[config.mk]
export PLATFORM = sky130hd
export DESIGN_NAME = mem_arbiter
export DESIGN_NICKNAME = d
export VERILOG_FILES = /design/src/rtl/mem_arb_pkg.sv /design/src/rtl/mem_arb_pick.sv /design/src/rtl/mem_arbiter.sv
export SDC_FILE = /design/constraint.sdc
export NUM_CORES = 1
export LEC_CHECK = 0
export BUFFER_PORTS_ARGS = -buffer_cell sky130_fd_sc_hd__buf_2
export CORE_ASPECT_RATIO = 1.2
export CORE_MARGIN = 2
export CORE_UTILIZATION = 40
export DETAILED_ROUTE_END_ITERATION = 10
export PLACE_DENSITY_LB_ADDON = 0.3
export SETUP_SLACK_MARGIN = 0.02
export SYNTH_ARGS = -nofsm -noshare
export SYNTH_HDL_FRONTEND = slang
export SYNTH_SLANG_ARGS = --single-unit
[constraint.sdc]
create_clock -name soc_clk -period 1.6 [get_ports soc_clk]
set_clock_uncertainty 0.2 [all_clocks]
set_input_delay 0.08 -clock soc_clk [delete_from_list [all_inputs] [get_ports soc_clk]]
set_output_delay 0.08 -clock soc_clk [all_outputs]
set_load 0.005 [all_outputs]
[src/rtl/mem_arb_pkg.sv]
// mem_arb_pkg: shared types and constants for the MMU port arbiter.
//   - arb_state_e : sequencer states (idle, issue, wait, done)
//   - req_id_e    : requester identity (fetch, load/store)
//   - MEM_ARB_ADDR_W / MEM_ARB_DATA_W : default address/data widths
//   - BYTESEL_ALL : byte enables used for every fetch
package mem_arb_pkg;

   localparam int unsigned MEM_ARB_ADDR_W = 7;
   localparam int unsigned MEM_ARB_DATA_W = 32;
   localparam logic [3:0]  BYTESEL_ALL    = 4'b1111;

   typedef enum logic [1:0] {
      StIdle,
      StIssue,
      StWait,
      StDone
   } arb_state_e;

   typedef enum logic {
      ReqIf = 1'b0,
      ReqLs = 1'b1
   } req_id_e;

endpackage

[src/rtl/mem_arb_pick.sv]
// mem_arb_pick: two-way grant for the MMU port arbiter.
// Build option: MEM_ARB_RR_EN selects round-robin on ties; without it ls always wins.
// Ports:
//   soc_clk, reset : clock and synchronous active-high reset (pointer only)
//   if_req, ls_req : pending requests
//   grant_en       : the arbiter is taking a grant this cycle
//   grant_valid    : at least one request pending
//   grant_ls       : 1 = load/store wins, 0 = fetch wins
module mem_arb_pick
   import mem_arb_pkg::*;
(
   input  logic soc_clk,
   input  logic reset,
   input  logic if_req,
   input  logic ls_req,
   input  logic grant_en,
   output logic grant_valid,
   output logic grant_ls
);

   assign grant_valid = if_req | ls_req;

`ifdef MEM_ARB_RR_EN
   // Remembers whether ls took the last grant; reset to 1 so fetch wins the first tie.
   logic last_ls_q;

   always_ff @(posedge soc_clk) begin
      if (reset) begin
         last_ls_q <= 1'b1;
      end else if (grant_en && grant_valid) begin
         last_ls_q <= grant_ls;
      end
   end

   always_comb begin
      grant_ls = ls_req;
      if (if_req && ls_req) begin
         grant_ls = ~last_ls_q;
      end
   end
`else
   // Fixed priority: no pointer state, so clock/reset/grant_en are not needed.
   logic unused_rr;
   assign unused_rr = ^{soc_clk, reset, grant_en};
   assign grant_ls  = ls_req;
`endif

endmodule

[src/rtl/mem_arbiter.sv]
// mem_arbiter: shares the single MMU/SRAM port between instruction fetch and load/store.
// Each request becomes one registered single-cycle retrieve; after RD_LAT cycles the read
// data is captured and the winner gets a one-cycle done strobe.
// Build option: MEM_ARB_RR_EN (round-robin tie-break, see mem_arb_pick).
// Ports:
//   soc_clk, reset                      : clock, synchronous active-high reset
//   if_req/if_addr/if_done              : fetch requester (read, all byte lanes)
//   ls_req/ls_we/ls_addr/ls_bytesel/
//   ls_wdata/ls_done                    : load/store requester
//   rdata                               : read data, valid while a done is high
//   mmu_address/bytesel/wdata/rw/retrieve : registered request to the MMU
//   mmu_rdata                           : MMU read data, valid RD_LAT cycles after retrieve
module mem_arbiter
   import mem_arb_pkg::*;
#(
   parameter int unsigned RD_LAT = 2,
   parameter int unsigned ADDR_W = MEM_ARB_ADDR_W,
   parameter int unsigned DATA_W = MEM_ARB_DATA_W
) (
   input  logic              soc_clk,
   input  logic              reset,
   input  logic              if_req,
   input  logic [ADDR_W-1:0] if_addr,
   output logic              if_done,
   input  logic              ls_req,
   input  logic              ls_we,
   input  logic [ADDR_W-1:0] ls_addr,
   input  logic [3:0]        ls_bytesel,
   input  logic [DATA_W-1:0] ls_wdata,
   output logic              ls_done,
   output logic [DATA_W-1:0] rdata,
   output logic [ADDR_W-1:0] mmu_address,
   output logic [3:0]        mmu_bytesel,
   output logic [DATA_W-1:0] mmu_wdata,
   output logic              mmu_rw,
   output logic              mmu_retrieve,
   input  logic [DATA_W-1:0] mmu_rdata
);

   // Counter is loaded in ISSUE and reaches 0 in the cycle mmu_rdata becomes valid.
   localparam logic [2:0] CntLoad = 3'(RD_LAT - 1);

   arb_state_e        state_q, state_d;
   req_id_e           winner_q;
   logic [2:0]        cnt_q, cnt_d;
   logic              latch, capture;
   logic              grant_valid, grant_ls;

   logic [ADDR_W-1:0] address_q;
   logic [3:0]        bytesel_q;
   logic [DATA_W-1:0] wdata_q;
   logic              rw_q;
   logic [DATA_W-1:0] rdata_q;

   mem_arb_pick u_pick (
      .soc_clk     (soc_clk),
      .reset       (reset),
      .if_req      (if_req),
      .ls_req      (ls_req),
      .grant_en    (state_q == StIdle),
      .grant_valid (grant_valid),
      .grant_ls    (grant_ls)
   );

   always_comb begin
      state_d = state_q;
      cnt_d   = cnt_q;
      latch   = 1'b0;
      capture = 1'b0;
      unique case (state_q)
         StIdle: begin
            if (grant_valid) begin
               latch   = 1'b1;
               state_d = StIssue;
            end
         end
         StIssue: begin
            cnt_d   = CntLoad;
            state_d = StWait;
         end
         StWait: begin
            if (cnt_q == 3'd0) begin
               capture = 1'b1;
               state_d = StDone;
            end else begin
               cnt_d = cnt_q - 3'd1;
            end
         end
         StDone: begin
            state_d = StIdle;
         end
         default: begin
            state_d = StIdle;
         end
      endcase
   end

   always_ff @(posedge soc_clk) begin
      if (reset) begin
         state_q <= StIdle;
         cnt_q   <= 3'd0;
      end else begin
         state_q <= state_d;
         cnt_q   <= cnt_d;
      end
   end

   always_ff @(posedge soc_clk) begin
      if (reset) begin
         winner_q  <= ReqIf;
         address_q <= '0;
         bytesel_q <= 4'b0000;
         wdata_q   <= '0;
         rw_q      <= 1'b0;
         rdata_q   <= '0;
      end else begin
         if (latch) begin
            if (grant_ls) begin
               winner_q  <= ReqLs;
               address_q <= ls_addr;
               bytesel_q <= ls_bytesel;
               wdata_q   <= ls_wdata;
               rw_q      <= ls_we;
            end else begin
               // Fetch is always a full-word read.
               winner_q  <= ReqIf;
               address_q <= if_addr;
               bytesel_q <= BYTESEL_ALL;
               wdata_q   <= '0;
               rw_q      <= 1'b0;
            end
         end
         if (capture) begin
            rdata_q <= mmu_rdata;
         end
      end
   end

   assign mmu_retrieve = (state_q == StIssue);
   assign if_done      = (state_q == StDone) && (winner_q == ReqIf);
   assign ls_done      = (state_q == StDone) && (winner_q == ReqLs);
   assign mmu_address  = address_q;
   assign mmu_bytesel  = bytesel_q;
   assign mmu_wdata    = wdata_q;
   assign mmu_rw       = rw_q;
   assign rdata        = rdata_q;

endmodule

==> results.toml <==
[hold_path]
hp-start = "if_req"
worstHoldPathType = "in2reg"

[flow_run]
cap_violations = 0

[synthesis]
muxShareOfSynthArea = 0.0255
synth_top_area_frac = 0.523
synth_top_family_by_area = "simple AND/OR/NAND/NOR gates"
yosys.area_share.simple = 0.225
synthTopCellsByArea = "dfxtp_1 52%, nand2_1 12%, a21oi_1 11%"
yosysWarnings = 0
ys.flop_type = "dfxtp_1"
synth_xor_xnor_area_share = 0
avgSynthCellArea_um2 = 8.27
synth_compound_area_frac = 0.148
synth.net_count = 474
yosysMostFrequentCell = "nand2_1"
synth_top_cell_by_area = "dfxtp_1"
synthTopCellsByCount = "100 x nand2_1, 82 x dfxtp_1, 70 x a21oi_1"
synth-async-reset-ratio = 0
synth_enable_flop_cells = 0
synth_adder_area_share = 0.0279
synth-seq-cells = 82
syn-cell-area_mm2 = 0.00314
synth-seq-area-share = 0.523
netlist-cell-type-count = 25
synthCells = 380

[sta]
min_period_ns = 1.63
timing.fmax_mhz = 615
fin_crit_sh = 1.02
drv_slew = 0
finalWorstSetupSlack_ns = -0.0255
rsz0062_at_grt = "yes"
worst_pin_slew_ns = 0.554
hold_slack_ns = 0.0609
hold_viol_final = 0
setup_viol_count_final = 1
slew_headroom = 0.629
setup-tns-final_ns = -0.0255

[power]
leakagePower_nw = 2.44
totalPowerFinal_mw = 7.69
peakVddDrop_mv = 0.918
power.density_mw_per_mm2 = 1430

[clock_network]
cts.sinks = 82
clockRootBuffer = "clkbuf_8"
clock_latency_ns = 0.34
clkTransAtPathRegs_ns = 0.08
cts_max_level = 3
cts_tree = "built"
cts_buffers = 9
cts_buffer_depth = 2

[detailed_routing]
drc = 0
wl_per_cell_um = 14.0
dr.pass1.iters = 4
drt_iter0_markers = 118
viasPerCell = 4.86
wl_um = 10200
vias = 3530
postRouteAntennaNets = 0

[final_layout]
fin_nets = 724
antennaDiodeCount = 0
drive_gt1_frac = 0.353
final_cells = 727
syn2layout_area_growth_pct = 71.3

[status]
violations = "setup timing"
status = "finished with violations"

[floorplan]
io_pins = 166
die_h_um = 101
dieArea_mm2 = 0.00858
row_count = 35
coreArea_mm2 = 0.00766
start_util = 0.410
die_w_um = 84.9

[grt]
grt_overflow = 0
busiest_layer = "met2"
gr-usage-met1 = 0.255
grt_max_degree = 51
grt_pass1_wl_um = 15600
antenna_found_initial = 0
grt_pass1_vias = 3419
grt_use_total = 0.224
grt_use_met2 = 0.403
gr-usage-met3 = 0.0581

[setup_path]
worst_setup_path_start_kind = "register"
critPathKind = "reg2reg"
startpoint = "cnt_q[1]$_SDFFE_PP0P_"
end_kind = "register"
crit_arrival_ns = 1.70
rr_startpoint = "cnt_q[1]$_SDFFE_PP0P_"
worstPathRequired_ns = 1.67
cp_max_fo = 4

[placed_design]
portBuffers = 165
gp_congestion = 0.722
dp_hpwl_um = 5350
place_inst = 620
per-layer routing:
layer / vias up / share of wire / wire [um]
li1: 1765 / - / -
met1: 1608 / 0.40 / 4060
met2: 145 / 0.52 / 5270
met3: 12 / 0.072 / 730
met4: 0 / 0.012 / 123
met5: - / 0 / 0
critical path, stage by stage, from the launching register on:
cell and delay [ns]:
dfxtp_2 0.34, inv_2 0.05, ha_4 0.16, ha_4 0.16, and2_4 0.16, or3_4 0.37, a21oi_2 0.12
cells in the final DEF (no fill, tap or decap), types with 6 or more instances in the layout:
| master | netlist | routed |
|---|---|---|
| nor2_1 | 13 | 13 |
| a21oi_1 | 70 | 69 |
| clkbuf_8 | 0 | 10 |
| a211oi_1 | 7 | 6 |
| buf_2 | 10 | 165 |
| dlygate4sd3_1 | 0 | 85 |
| nand3_1 | 33 | 33 |
| buf_4 | 3 | 8 |
| mux2i_1 | 8 | 8 |
| nand2_1 | 100 | 100 |
| dfxtp_1 | 82 | 78 |
power by group:
part | switching, mW | leakage, nW | internal [mW] | total, mW
Combinational | 1.68 | 1.66 | 1.61 | 3.30
Clock | 0.754 | 0.112 | 0.924 | 1.68
Sequential | 0.231 | 0.672 | 2.49 | 2.72
Total | 2.67 | 2.44 | 5.03 | 7.69
metrics by stage:
step	setup WS [ns]	instance area, um^2	utilization
finish	-0.0255	5380	0.702
CTS	-0.0347	5250	0.685
global route	-0.0708	5380	0.702
global placement	0.0108	4110	0.536
detailed placement	-0.0418	4110	0.536
floorplan	-0.0595	3160	-
sequential cells by signal, summed over array words and instances (netlist names):
signal	flops
mmu_wdata	32
rdata	32
mmu_address	7
mmu_bytesel	4
cnt_q	3
state_q	2
mmu_rw	1
winner_q	1
logic make-up after synthesis:
family	count (synthesis)
compound gates	86
fa+ha+maj	7
buf+inv	35
flops	82
mux	8
simple gates	162
area by class of cell:
type / count / area, um^2
Timing Repair Buffer: 268 / 1920
Clock buffer: 10 / 138
Tap cell: 92 / 115
Clock inverter: 6 / 90.1
Sequential cell: 82 / 1650
Inverter: 5 / 21.3
Multi-Input combinational cell: 264 / 1450
Fill cell: 567 / 2280
what timing repair did:
| action | CTS | global route |
|---|---|---|
| hold endpoints to repair | 80 | 0 |
| resized for setup | 11 | 17 |
| pin swaps | 4 | 5 |
| setup buffers | 2 | 1 |
| cloned | 1 | 2 |
| setup endpoints to repair | 46 | 64 |
| hold buffers | 85 | 0 |
path summary, 6_finish.rpt:
check	endpoint	slack, ns	depth (start not counted)
worst max-delay path	cnt_q[0]$_SDFFE_PP0P_	-0.03	6
worst min register to register	rdata[0]$_SDFFE_PP0P_	0.25	2
worst min-delay path	state_q[0]$_SDFFE_PP0P_	0.06	4
worst max register to register	cnt_q[0]$_SDFFE_PP0P_	-0.03	6
No activity file was read; power rests on OpenSTA's default activity.
